## src/rtl/addsub_pkg.sv

```systemverilog
// addsub_pkg: shared FSM state type and operation encodings for the digit-serial adder
package addsub_pkg;
  typedef enum logic [1:0] {IDLE, RUN, DONE} state_t;
  localparam logic OP_ADD = 1'b0;
  localparam logic OP_SUB = 1'b1;
endpackage

```

## src/rtl/adder_digit.sv

```systemverilog
// adder_digit: combinational DIGIT-bit ripple adder exposing the carry into its top bit
module adder_digit #(
  parameter int DIGIT = 4
) (
  input  logic [DIGIT-1:0] x,
  input  logic [DIGIT-1:0] y,
  input  logic             ci,
  output logic [DIGIT-1:0] s,
  output logic             co,
  output logic             c_top_in
);
  logic [DIGIT:0] c;
  always_comb begin
    c = '0;
    s = '0;
    c[0] = ci;
    for (int i = 0; i < DIGIT; i++) begin
      s[i] = x[i] ^ y[i] ^ c[i];
      c[i+1] = (x[i] & y[i]) | (c[i] & (x[i] ^ y[i]));
    end
  end
  assign co = c[DIGIT];
  assign c_top_in = c[DIGIT-1];
endmodule

```

## src/rtl/digit_serial_addsub.sv

```systemverilog
// digit_serial_addsub: add/subtract DIGIT bits per cycle, LSB first, with valid/ready handshakes
module digit_serial_addsub
  import addsub_pkg::*;
#(
  parameter int WIDTH = 32,
  parameter int DIGIT = 4
) (
  input  logic             clk,
  input  logic             rst,
  input  logic             in_valid,
  output logic             in_ready,
  input  logic [WIDTH-1:0] a,
  input  logic [WIDTH-1:0] b,
  input  logic             sub,
  input  logic             cin,
  output logic             out_valid,
  input  logic             out_ready,
  output logic [WIDTH-1:0] sum,
  output logic             cout,
  output logic             ovf
);
  localparam int STEPS = WIDTH / DIGIT;
  localparam int CW = $clog2(STEPS + 1);
  if (DIGIT < 1 || DIGIT > WIDTH || WIDTH % DIGIT != 0) begin : g_bad_params
    $error("digit_serial_addsub: DIGIT must divide WIDTH and lie in 1..WIDTH");
  end
  state_t state, state_n;
  logic [CW-1:0] cnt;
  logic carry, last, co, ct;
  logic [WIDTH-1:0] ra, rb;
  logic [DIGIT-1:0] s;
  assign last = cnt == CW'(STEPS - 1);
  assign in_ready = state == IDLE;
  assign out_valid = state == DONE;
  adder_digit #(.DIGIT(DIGIT)) u_slice (
    .x(ra[DIGIT-1:0]),
    .y(rb[DIGIT-1:0]),
    .ci(carry),
    .s(s),
    .co(co),
    .c_top_in(ct)
  );
  always_comb begin
    state_n = state;
    state_n = state == IDLE ? (in_valid ? RUN : IDLE) :
              state == RUN  ? (last ? DONE : RUN) :
                              (out_ready ? IDLE : DONE);
  end
  // operands shift right so the active digit always sits in the low bits
  always_ff @(posedge clk) begin
    if (rst) begin
      state <= IDLE;
      cnt <= '0;
      carry <= 1'b0;
      ra <= '0;
      rb <= '0;
      sum <= '0;
      cout <= 1'b0;
      ovf <= 1'b0;
    end else begin
      state <= state_n;
      if (state == IDLE && in_valid) begin
        ra <= a;
        rb <= sub == OP_SUB ? ~b : b;
        carry <= cin ^ sub;
        cnt <= '0;
      end else if (state == RUN) begin
        ra <= ra >> DIGIT;
        rb <= rb >> DIGIT;
        carry <= co;
        if (!last) cnt <= cnt + 1'b1;
        for (int i = 0; i < STEPS; i++)
          if (cnt == CW'(i)) sum[i*DIGIT +: DIGIT] <= s;
        if (last) begin
          cout <= co;
          ovf <= ct ^ co;
        end
      end
    end
  end
endmodule

```

## config.mk

```make
export PLATFORM = sky130hd
export DESIGN_NAME = digit_serial_addsub
export DESIGN_NICKNAME = d
export VERILOG_FILES = /design/src/rtl/addsub_pkg.sv /design/src/rtl/adder_digit.sv /design/src/rtl/digit_serial_addsub.sv
export SDC_FILE = /design/constraint.sdc
export NUM_CORES = 1
export LEC_CHECK = 0
export ABC_AREA = 1
export CORE_ASPECT_RATIO = 0.75
export CORE_UTILIZATION = 55
export CTS_CLUSTER_DIAMETER = 100
export DETAILED_ROUTE_END_ITERATION = 12
export HOLD_SLACK_MARGIN = 0.08
export PLACE_DENSITY = 0.81
export SLEW_MARGIN = 10
export SYNTH_ARGS = -nofsm -noshare
export SYNTH_HDL_FRONTEND = slang
export SYNTH_HIERARCHICAL = 1
export SYNTH_SLANG_ARGS = --single-unit
```

## constraint.sdc

```tcl
create_clock -name clk -period 4 [get_ports clk]
set_input_delay 0.4 -clock clk [delete_from_list [all_inputs] [get_ports clk]]
set_output_delay 0.4 -clock clk [all_outputs]
set_load 0.005 [all_outputs]
```

-- Yosys cells after proc, flatten, opt, wreduce, memory -nomap -nowiden
Index checks and enable logic that the tools add are counted.
- $add $sub $neg: 1
- eq/ne operators: 9
- muxes and demuxes: 12
- bitwise logic cells: 25
- reduce and logical (&&, ||, !) cells: 14
- operators with widths (cell ; number):
    $mux 32 ; 5
    $not 32->32 ; 1
    $reduce_and 3->1 ; 8
    $eq 4x3->1 const B ; 4
    $xor 1x1->1 ; 10
    $and 1x1->1 ; 8
    $eq 4x2->1 const B ; 2
    $mux 2 ; 4
    $add 4x1->4 const B ; 1
    $eq 4x1->1 const B ; 1
    $logic_not 4->1 ; 1
    $or 1x1->1 ; 4
    $mux 1 ; 3
    $eq 2x1->1 const B ; 1
    $eq 2x2->1 const B ; 1
    $logic_not 2->1 ; 1
    $not 1->1 ; 2
    $reduce_and 2->1 ; 1
    $reduce_bool 2->1 ; 1
    $reduce_or 2->1 ; 1
    $logic_and 1x1->1 ; 1
- register bits after elaboration: 105
- input bits: 70
- output and inout bits: 36
- word-level logic and storage cells: 76

-- Longest topological paths before layout
Gate-level depths: netlist of the first run.
- depth after elaboration: 11
- depth in mapped cells: 10
- mapped depth without buffers: 10

-- By module
Netlist of the first run, hierarchy kept.
- modules (own cells, without submodules) (module ; times used ; cells an instance ; area an instance (um^2) ; sequential area each (um^2)):
    digit_serial_addsub ; 1 ; 721 ; 4837.1 ; 2102.0
    adder_digit ; 1 ; 12 ; 110.1 ; 0.0

-- Worst setup path after synthesis of the first run
No wires, ideal clock.
- kind: reg-to-reg
- start point: register rb[0]
- end point: register sum[31]
- library setup time: 0.118 ns
- data arrival time: 2.114 ns
- required time: 3.882 ns
- slack: 1.768 ns
- cell stages (with the launch flop): 9
- path buffers: 0
- period minus slack after synthesis: 2.232 ns
- cells stage by stage: dfxtp_1 fa_1 inv_1 fa_1 fa_1 inv_1 fa_1 nor3_1 nor2_1
- longest elaborated chain between the ends: 8
- elaborated cells between the ends (all ways): 9
- those cells by class: 9 x bitwise
- RTL lines (what ; RTL line ; text):
    from (decl) ; digit_serial_addsub.sv:30 ; logic [WIDTH-1:0] ra, rb;
    from (signal assigned) ; digit_serial_addsub.sv:64 ; rb <= sub == OP_SUB ? ~b : b;
    from (signal assigned) ; digit_serial_addsub.sv:69 ; rb <= rb >> DIGIT;
    $xor 1x1->1 ; adder_digit.sv:19 ; c[i+1] = (x[i] & y[i]) | (c[i] & (x[i] ^ y[i]));
    $and 1x1->1 ; adder_digit.sv:19 ;
    $or 1x1->1 * ; adder_digit.sv:19 ;
    $and 1x1->1 * ; adder_digit.sv:19 ;
    $or 1x1->1 * ; adder_digit.sv:19 ;
    $and 1x1->1 * ; adder_digit.sv:19 ;
    $or 1x1->1 * ; adder_digit.sv:19 ;
    net ct ; digit_serial_addsub.sv:29 ; logic carry, last, co, ct;
    $xor 1x1->1 * ; adder_digit.sv:18 ; s[i] = x[i] ^ y[i] ^ c[i];
    net s[3] ; digit_serial_addsub.sv:31 ; logic [DIGIT-1:0] s;
    to (signal, indexed assignment) ; digit_serial_addsub.sv:73 ; if (cnt == CW'(i)) sum[i*DIGIT +: DIGIT] <= s;
    to (decl) ; digit_serial_addsub.sv:18 ; output logic [WIDTH-1:0] sum,
Mark *: on every way through the listed nets, which the timed path passes. The rest lies on a longest branch.
A chain may end at the register's enable or synchronous reset.

-- Final worst setup path of the first run
- start point: register ra[0]
- end point: register sum[31]
- longest elaborated chain between the ends: 8
- elaborated cells between the ends (all ways): 9
- those cells by class: 9 x bitwise
- RTL lines (what ; RTL line ; text):
    from (decl) ; digit_serial_addsub.sv:30 ;
    from (signal assigned) ; digit_serial_addsub.sv:68 ; ra <= ra >> DIGIT;
    $xor 1x1->1 ; adder_digit.sv:19 ;
    $and 1x1->1 ; adder_digit.sv:19 ;
    $or 1x1->1 * ; adder_digit.sv:19 ;
    $and 1x1->1 * ; adder_digit.sv:19 ;
    $or 1x1->1 * ; adder_digit.sv:19 ;
    $and 1x1->1 * ; adder_digit.sv:19 ;
    $or 1x1->1 * ; adder_digit.sv:19 ;
    net ct ; digit_serial_addsub.sv:29 ;
    $xor 1x1->1 * ; adder_digit.sv:18 ;
    net s[3] ; digit_serial_addsub.sv:31 ;
Marks and branches as above.

==> impl_metrics.py, run 1 <==
metrics = {
    "outcome": {
        "status": "finished with violations",
        "failed_checks": "design-rule violations",
    },
    "grt": {
        "antenna_found_initial": 0,
        "grt_pass1_vias": 4423,
        "grt_remaining_overflow": 0,
        "grt_max_degree": 66,
        "track_usage_pct": 25.4,
        "grt_pass1_wl_mm": 19.4,
    },
    "drt": {
        "vias": 4832,
        "dr.pass1.iters": 9,
        "drt_iter0_drc": 276,
        "route.detailed.drc": 7,
        "drt-vias-per-instance": 5.20,
        "ant_nets": 0,
        "routed_wl_mm": 11.6,
        "routedWlPerCell_um": 12.5,
    },
    "setup_path": {
        "worst-path-max-fanout": 8,
        "critPathKind": "reg2reg",
        "r2r_start": "ra[0]",
        "rrSetupSlack_ps": 1520,
        "endpoint_kind": "register",
        "cpPeakStageDelay_ps": 560,
        "crit_path_end": "sum[31]",
        "crit_start": "ra[0]",
        "arrival_ps": 2720,
        "worstRegToRegCells": 8,
        "critPathRequiredTime_ps": 4240,
        "path_cells": "fa_1 > inv_1 > fa_1 > fa_1 > inv_1 > fa_1 > nor3_1 > nor2_1",
        "critPathSlowestCell": "fa_1",
        "startpoint_type": "register",
        "crit_top_cell": "fa_1",
        "r2r_end": "sum[31]",
    },
    "synth": {
        "ys_seq_elements": 105,
        "synth_area_um2": 4950,
        "yosys.area.top_type": "dfxtp_1",
        "syn_inst": 733,
        "ys_top_cells_by_area": "dfxtp_1, nand2_1, nor2_1",
        "synth_top_area_share_pct": 42.5,
        "yosysWarnings": 6,
        "syn_area_per_cell_um2": 6.75,
        "synth_seq_area_share_pct": 42.5,
        "synth_nets": 812,
        "synthDistinctLibCells": 26,
    },
    "min_path": {
        "hold_path.class": "reg2reg",
    },
    "power": {
        "peakVddDrop_mv": 0.294,
        "p_leak_nw": 2.79,
        "p_sw_uw": 615,
        "power_mw": 2.50,
        "p_per_area_nw_per_um2": 394,
        "p_int_mw": 1.88,
        "p_seq_share_pct": 45.3,
        "power.share.combinational_pct": 14.3,
        "switching_share_pct": 24.6,
        "clkPwrFrac_pct": 40.4,
    },
    "placement": {
        "port_buffers": 105,
        "gp_congestion": 0.851,
        "pre_cts_ws_ps": 1410,
        "place_area_um2": 5990,
        "dpl.hpwl_mm": 8.05,
    },
    "cells_and_area": {
        "final_area_um2": 6340,
        "multi_input_area_um2": 2400,
        "final_cell_mix": "nand2_1, dfxtp_1, clkdlybuf4s50_1",
        "n_antenna_cell": 0,
        "final_common_cell": "nand2_1",
        "area_delta_synth_final_pct": 28.1,
        "fillCellCount": 704,
        "seqCellArea_um2": 2100,
        "final_nets": 895,
        "utilization_pct": 73.7,
        "final_layout_size_suffix_gt1_share_pct": 5.72,
    },
    "cts": {
        "numCtsBuffers": 9,
        "cts_tree": "yes",
        "clockRootBuffer": "clkbuf_16",
        "cts_num_sinks": 105,
        "clkLatencyLatePin_ps": 350,
        "cts_hold_buf": 0,
        "path_clk_slew_ps": 70,
        "cts_buffer_depth": 2,
        "cts_setup_buffers": 0,
        "cts_resized": 0,
        "cts.htree.levels": 3,
    },
    "timing": {
        "rsz0062_at_grt": "false",
        "tns_ps": 0,
        "final_hold_viol_count": 0,
        "fin_worst_skew_ps": 5.25,
        "worst_slew_pin_slew_ps": 889,
        "finalSetupViolCount": 0,
        "period_share_pct": 62.0,
        "max-slew-margin-rel_pct": 40.8,
        "max_freq_mhz": 403,
        "period_needed_ps": 2480,
        "fin_ws_ps": 1520,
        "maxSlewViolCount": 0,
    },
    "floorplan": {
        "die_y_um": 84.1,
        "core_um2": 8600,
        "row_count": 29,
        "dieArea_um2": 9380,
        "io_pins": 106,
        "fp.dieW_um": 112,
        "start_util_pct": 57.5,
    },
    "flow_run": {
        "drv_cap": 0,
    },
}
## sequential cells by signal, summed over array words and instances (netlist names)
name   cells
rb        32
ra        32
ovf        1
sum       32
cnt        4
state      2
carry      1
cout       1
## metal layers
metal | global-route usage, % | up-vias | wire length (µm)
met5 | 0 | - | 0
met4 | 9.21 | 0 | 195
met3 | 7.00 | 21 | 798
met2 | 43.6 | 156 | 5480
met1 | 30.6 | 2202 | 5140
li1 | - | 2453 | -
## cell type report
cell class / instances / area share (%)
Clock inverter: 5 / 1.62
Sequential cell: 105 / 33.2
Timing Repair Buffer: 111 / 17.2
Multi-Input combinational cell: 518 / 37.8
Clock buffer: 11 / 3.83
Tap cell: 108 / 2.13
Inverter: 71 / 4.20
## metrics by stage
step	std cells	hold slack (ps)
final	929	468
after global routing	929	487
after CTS	929	474
after detailed placement	913	463
after global placement	913	454
after floorplan	733	445
## Yosys cell counts (all sizes together)
library cell  number
nand2            259
dfxtp            105
nor2              93
inv               69
nand3             61
o21ai             36
a31oi             28
buf               27
a21oi             13
clkbuf            12
xnor2              8
ha                 5
nor3               5
fa                 4
xor2               4
clkinv             2
nand4              1
or2                1
## power groups by stage
stage / Combinational [mW] / Clock, mW / Sequential, mW
after floorplan: 0.226 / 0 / 1.15
final: 0.357 / 1.01 / 1.13
after global placement: 0.345 / 0 / 1.15
after detailed placement: 0.356 / 0 / 1.15
after global routing: 0.398 / 1.06 / 1.14
after CTS: 0.358 / 1.02 / 1.13
## worst max-delay path, delay by kind of cell, from the launching register on
kind,cells,cell delay (ps)
fa+ha+maj,4,1500
flops,1,380
simple gates,2,330
buf+inv,2,170
## cell families (layout without fill, tap and decap cells)
kind of cell               count (synthesis)  in the layout  share of synthesized area [%]
and+or+nand+nor                          420            420                           34.6
buffers and inverters                    110            198                           9.36
DFF                                      105            105                           42.5
xor gates and xnor gates                  12             12                           2.12
adders and majority gates                  9              9                           2.88
AOI/OAI and AO/OA                         77             77                           8.50
## worst min path at each step
| stage | start | endpoint | slack, ps | cells after the start |
|---|---|---|---|---|
| floorplan | ra[28] | ra[28] | 440 | 2 |
| global placement | ra[31] | ra[31] | 450 | 2 |
| detailed placement | rb[29] | rb[29] | 460 | 2 |
| CTS | rb[29] | rb[29] | 470 | 2 |
| global route | rb[28] | rb[28] | 490 | 2 |
| finish | rb[29] | rb[29] | 470 | 2 |
Power figures use the tool's default switching activity.
==> run 2, diff against run 1 <==
Settings changed: CORE_UTILIZATION 55 to 51, PLACE_DENSITY 0.81 to 0.76.
Clock period 4 ns to 2.6 ns, I/O delays scaled along.
==> run 2 against run 1 <==
  * The run now ends clean
  * Count of clock-buffer cells in the layout up 3
  * Sequential share of layout area shrank 0.085 points
  * Clock power grew 38%
  * Critical path depth did not move
  * Worst hold slack better by 2.5 ps
  * Total power grew 48%
  * Global-route usage fell by 1.4 points
  * Die area rose by 7.7%
  * Sequential power rose by 54%
  * Largest cell class unchanged
  * Largest power group unchanged
  * Highest routed layer unchanged
==> impl_metrics.py, run 2 (same netlist as run 1, synthesis figures left out) <==
metrics = {
    "cells_and_area": {
        "final_nets": 897,
        "final_cell_mix": "nand2_1, dfxtp_1, clkdlybuf4s50_1",
        "fillCellCount": 816,
        "largest_registers": "ra (32), rb (32), sum (32)",
        "final_cells": 951,
        "n_antenna_cell": 0,
        "final_common_cell": "nand2_1",
        "area_delta_synth_final_pct": 28.5,
        "final_layout_size_suffix_gt1_share_pct": 5.83,
    },
    "timing": {
        "max_freq_mhz": 411,
        "maxSlewViolCount": 0,
        "tns_ps": 0,
        "period_share_pct": 93.7,
        "period_needed_ps": 2440,
        "worst_slew_pin_slew_ps": 1120,
        "final_hold_viol_count": 0,
        "fin_worst_skew_ps": 7.24,
        "max-slew-margin-rel_pct": 25.0,
        "rsz0062_at_grt": "false",
        "finalSetupViolCount": 0,
    },
    "cts": {
        "clockRootBuffer": "clkbuf_16",
        "clkLatencyLatePin_ps": 340,
        "cts_hold_buf": 0,
        "path_clk_slew_ps": 70,
        "cts.htree.levels": 3,
        "cts_tree": "yes",
        "cts_num_sinks": 105,
        "cts_setup_buffers": 0,
        "cts_buffer_depth": 2,
        "cts_resized": 0,
        "numCtsBuffers": 9,
    },
    "floorplan": {
        "core_um2": 9230,
        "die_y_um": 87.3,
        "row_count": 30,
        "dieArea_um2": 10100,
        "start_util_pct": 53.6,
        "io_pins": 106,
        "fp.dieW_um": 116,
    },
    "grt": {
        "grt_use_met1_pct": 29.6,
        "track_usage_pct": 24.0,
        "busiest_layer": "met2",
        "antenna_found_initial": 0,
        "grt_remaining_overflow": 0,
        "grt_pass1_wl_mm": 19.1,
        "grt_use_met3_pct": 7.03,
        "met2_usage_pct": 40.6,
        "grt_max_degree": 66,
        "grt_pass1_vias": 4383,
    },
    "placement": {
        "gp_congestion": 0.833,
        "dpl.hpwl_mm": 8.04,
        "dp_cells": 935,
        "port_buffers": 105,
    },
    "setup_path": {
        "critPathKind": "reg2reg",
        "worstRegToRegCells": 8,
        "r2r_start": "rb[0]",
        "rrSetupSlack_ps": 160,
        "arrival_ps": 2670,
        "startpoint_type": "register",
        "r2r_end": "sum[31]",
        "critPathRequiredTime_ps": 2830,
        "endpoint_kind": "register",
        "worst-path-max-fanout": 8,
    },
    "power": {
        "power_mw": 3.69,
        "p_leak_nw": 2.79,
        "peakVddDrop_mv": 0.462,
        "p_per_area_nw_per_um2": 580,
    },
    "drt": {
        "ant_nets": 0,
        "dr.pass1.iters": 4,
        "drt-vias-per-instance": 4.98,
        "routedWlPerCell_um": 12.2,
        "route.detailed.drc": 0,
        "drt_iter0_drc": 303,
        "routed_wl_mm": 11.6,
        "vias": 4733,
    },
    "flow_run": {
        "drv_cap": 0,
    },
    "outcome": {
        "status": "complete, no violations",
    },
    "min_path": {
        "hold_path.class": "reg2reg",
        "hold_end": "ra[30]",
        "worstHoldStart": "ra[30]",
        "holdPathStages": 2,
    },
}
run 2: cell count changes in the layout (fill, tap and decap cells not counted), sizes merged:
cell | previous run | this run
clkinvlp | 1 | 0
clkbuf | 11 | 14
buf | 7 | 9
bufinv | 3 | 1
run 2: worst max-delay path, stage by stage, from the launching register on:
cell and delay, ps:
dfxtp_1 370, fa_1 200, inv_1 60, fa_1 390, fa_1 370, inv_1 100
fa_1 550, nor3_1 240, nor2_1 70
run 2: worst max-delay path by stage:
stage	start	end	slack [ps]	depth (start not counted)
floorplan	rb[0]	sum[31]	370	8
global placement	rb[0]	sum[31]	270	8
detailed placement	rb[0]	sum[31]	160	8
CTS	rb[0]	sum[31]	160	8
global route	rb[0]	sum[31]	10	8
finish	rb[0]	sum[31]	160	8
run 2: layout make-up:
type | count | area [µm²] | share of cell area, %
multi-input cells | 518 | 2400 | 37.7
flip-flops and latches | 105 | 2100 | 33.1
repair buffers | 113 | 1120 | 17.6
clock buffers | 14 | 274 | 4.31
inverters | 71 | 267 | 4.19
well taps | 128 | 160 | 2.52
clock inverters | 2 | 35.0 | 0.551
run 2: where the power goes:
| part | leakage, nW | switching, mW | internal [mW] | total, mW |
|---|---|---|---|---|
| Combinational | 1.78 | 0.309 | 0.247 | 0.556 |
| Clock | 0.153 | 0.566 | 0.825 | 1.39 |
| Sequential | 0.857 | 0.0492 | 1.69 | 1.74 |
run 2: routing by layer:
layer	wire length [µm]	vias up
met5	0	-
met4	112	0
met3	822	12
met2	5220	123
met1	5440	2147
li1	-	2451
run 2: stage by stage:
stage	hold WS, ps	cell area [µm²]	setup slack [ps]	util (%)
detailed placement	458	6050	164	65.5
global placement	453	6050	270	65.5
CTS	468	6350	159	68.8
floorplan	404	4950	368	-
finish	471	6350	165	68.8
global route	483	6350	12.0	68.8
==> run 3, diff against run 2 <==
Settings changed: GPL_TIMING_DRIVEN set to 0, SKIP_CTS_REPAIR_TIMING set to 1.
==> run 3 against run 2 <==
  * Total power grew 2.1%
  * Sequential power is essentially flat
  * Setup slack lost 7.8 ps
  * Final cell count grew 3.2%
  * Sequential share of layout area shrank 0.56 points
  * Die area is the same
  * Clock skew shrank 2.1 ps
  * Count of clock-buffer cells in the layout shrank 3
  * Critical endpoint unchanged
==> impl_metrics.py, run 3 (same netlist as run 1, synthesis figures left out) <==
metrics = {
    "drt": {
        "ant_nets": 0,
        "drt-vias-per-instance": 5.04,
        "route.detailed.drc": 0,
        "routedWlPerCell_um": 13.1,
        "dr.pass1.iters": 5,
        "routed_wl_mm": 12.8,
        "vias": 4944,
        "drt_iter0_drc": 307,
    },
    "cts": {
        "cts_buffer_depth": 2,
        "numCtsBuffers": 9,
        "clockRootBuffer": "clkbuf_16",
        "cts_num_sinks": 105,
        "clkLatencyLatePin_ps": 340,
        "cts_tree": "yes",
        "path_clk_slew_ps": 70,
        "cts.htree.levels": 3,
    },
    "timing": {
        "max-slew-margin-rel_pct": 63.4,
        "period_share_pct": 94.0,
        "period_needed_ps": 2440,
        "max_freq_mhz": 409,
        "fin_worst_skew_ps": 5.17,
        "rsz0062_at_grt": "false",
        "finalSetupViolCount": 0,
        "final_hold_viol_count": 0,
        "tns_ps": 0,
        "worst_slew_pin_slew_ps": 548,
        "maxSlewViolCount": 0,
    },
    "cells_and_area": {
        "final_common_cell": "nand2_1",
        "final_nets": 927,
        "area_delta_synth_final_pct": 30.7,
        "final_layout_size_suffix_gt1_share_pct": 7.50,
        "multi_input_area_um2": 2380,
        "n_antenna_cell": 0,
        "final_area_um2": 6460,
        "final_cell_mix": "nand2_1, dfxtp_1, clkdlybuf4s50_1",
        "seqCellArea_um2": 2100,
        "fillCellCount": 795,
        "largest_registers": "ra (32), rb (32), sum (32)",
    },
    "outcome": {
        "status": "complete, no violations",
    },
    "grt": {
        "grt_max_degree": 17,
        "grt_remaining_overflow": 0,
        "grt_pass1_wl_mm": 21.0,
        "grt_pass1_vias": 4593,
        "antenna_found_initial": 0,
        "track_usage_pct": 26.8,
    },
    "setup_path": {
        "crit_start": "rb[0]",
        "critPathKind": "reg2reg",
        "r2r_end": "sum[31]",
        "r2r_start": "rb[0]",
        "crit_path_end": "sum[31]",
        "rrSetupSlack_ps": 160,
        "startpoint_type": "register",
        "critPathRequiredTime_ps": 2830,
        "critPathSlowestCell": "fa_2",
        "crit_top_cell": "fa_1",
        "worst-path-max-fanout": 8,
        "worstRegToRegCells": 8,
        "arrival_ps": 2670,
        "endpoint_kind": "register",
        "cpPeakStageDelay_ps": 530,
        "path_cells": "fa_1 > inv_1 > fa_1 > fa_1 > inv_1 > fa_2 > nor3_1 > nor2_1",
    },
    "placement": {
        "port_buffers": 104,
        "place_area_um2": 6150,
        "gp_congestion": 0.878,
        "dpl.hpwl_mm": 9.62,
    },
    "min_path": {
        "hold_path.class": "in2reg",
    },
    "floorplan": {
        "die_y_um": 87.3,
        "start_util_pct": 53.6,
        "row_count": 30,
        "dieArea_um2": 10100,
        "io_pins": 106,
        "core_um2": 9230,
        "fp.dieW_um": 116,
    },
    "power": {
        "peakVddDrop_mv": 0.354,
        "p_leak_nw": 2.86,
        "p_per_area_nw_per_um2": 582,
    },
    "flow_run": {
        "drv_cap": 0,
    },
}
[run 3: cell types whose count changed in the layout (fill, tap and decap cells not counted), sizes merged]
cell	previous run	this run
clkbuf	14	23
buf	9	27
clkinvlp	0	2
bufinv	1	2
[run 3: worst min-delay path by stage]
stage                 from  endpoint  slack (ps)  depth (start not counted)
global placement    rb[30]    rb[30]         450                          2
detailed placement  ra[29]    ra[29]         460                          2
CTS                    sub     rb[4]         430                          5
finish                 sub     rb[5]         430                          5
global route           sub     rb[4]         470                          5
floorplan            a[28]    ra[28]         400                          2
[run 3: area by class of cell]
class,instances,share of cell area [%]
clock inverter,5,1.24
tap,128,2.48
sequential,105,32.5
inverter,71,4.12
clock buffer,11,3.60
multi-input combinational,518,36.9
timing repair buffer,104,16.1
buffer,39,3.04
[run 3: metal layers]
metal	wire [µm]	global-route usage, %
met1	5830	35.0
met2	5930	45.2
met3	904	4.94
met4	170	7.93
met5	0	0
[run 3: power by group]
| part | total [mW] | switching (mW) | leakage, nW | internal, mW |
|---|---|---|---|---|
| registers | 1.74 | 0.0521 | 0.857 | 1.69 |
| logic | 0.590 | 0.330 | 1.86 | 0.260 |
| clock network | 1.43 | 0.589 | 0.146 | 0.843 |
| total | 3.76 | 0.970 | 2.86 | 2.79 |
[run 3: worst max-delay path: cells and delay by family, from the launching register on]
kind,cells,cell delay (ps)
and+or+nand+nor,2,320
DFF,1,380
adders and majority gates,4,1470
buffers and inverters,2,160
[run 3: metrics by stage]
stage	setup slack (ps)	hold slack, ps	std cells	util [%]	total power [mW]
floorplan	368	404	733	-	2.11
global placement	213	454	965	66.6	2.34
detailed placement	135	458	965	66.6	2.36
CTS	112	428	981	70.0	3.77
global route	7.48	475	981	70.0	3.91
finish	157	432	981	70.0	3.76
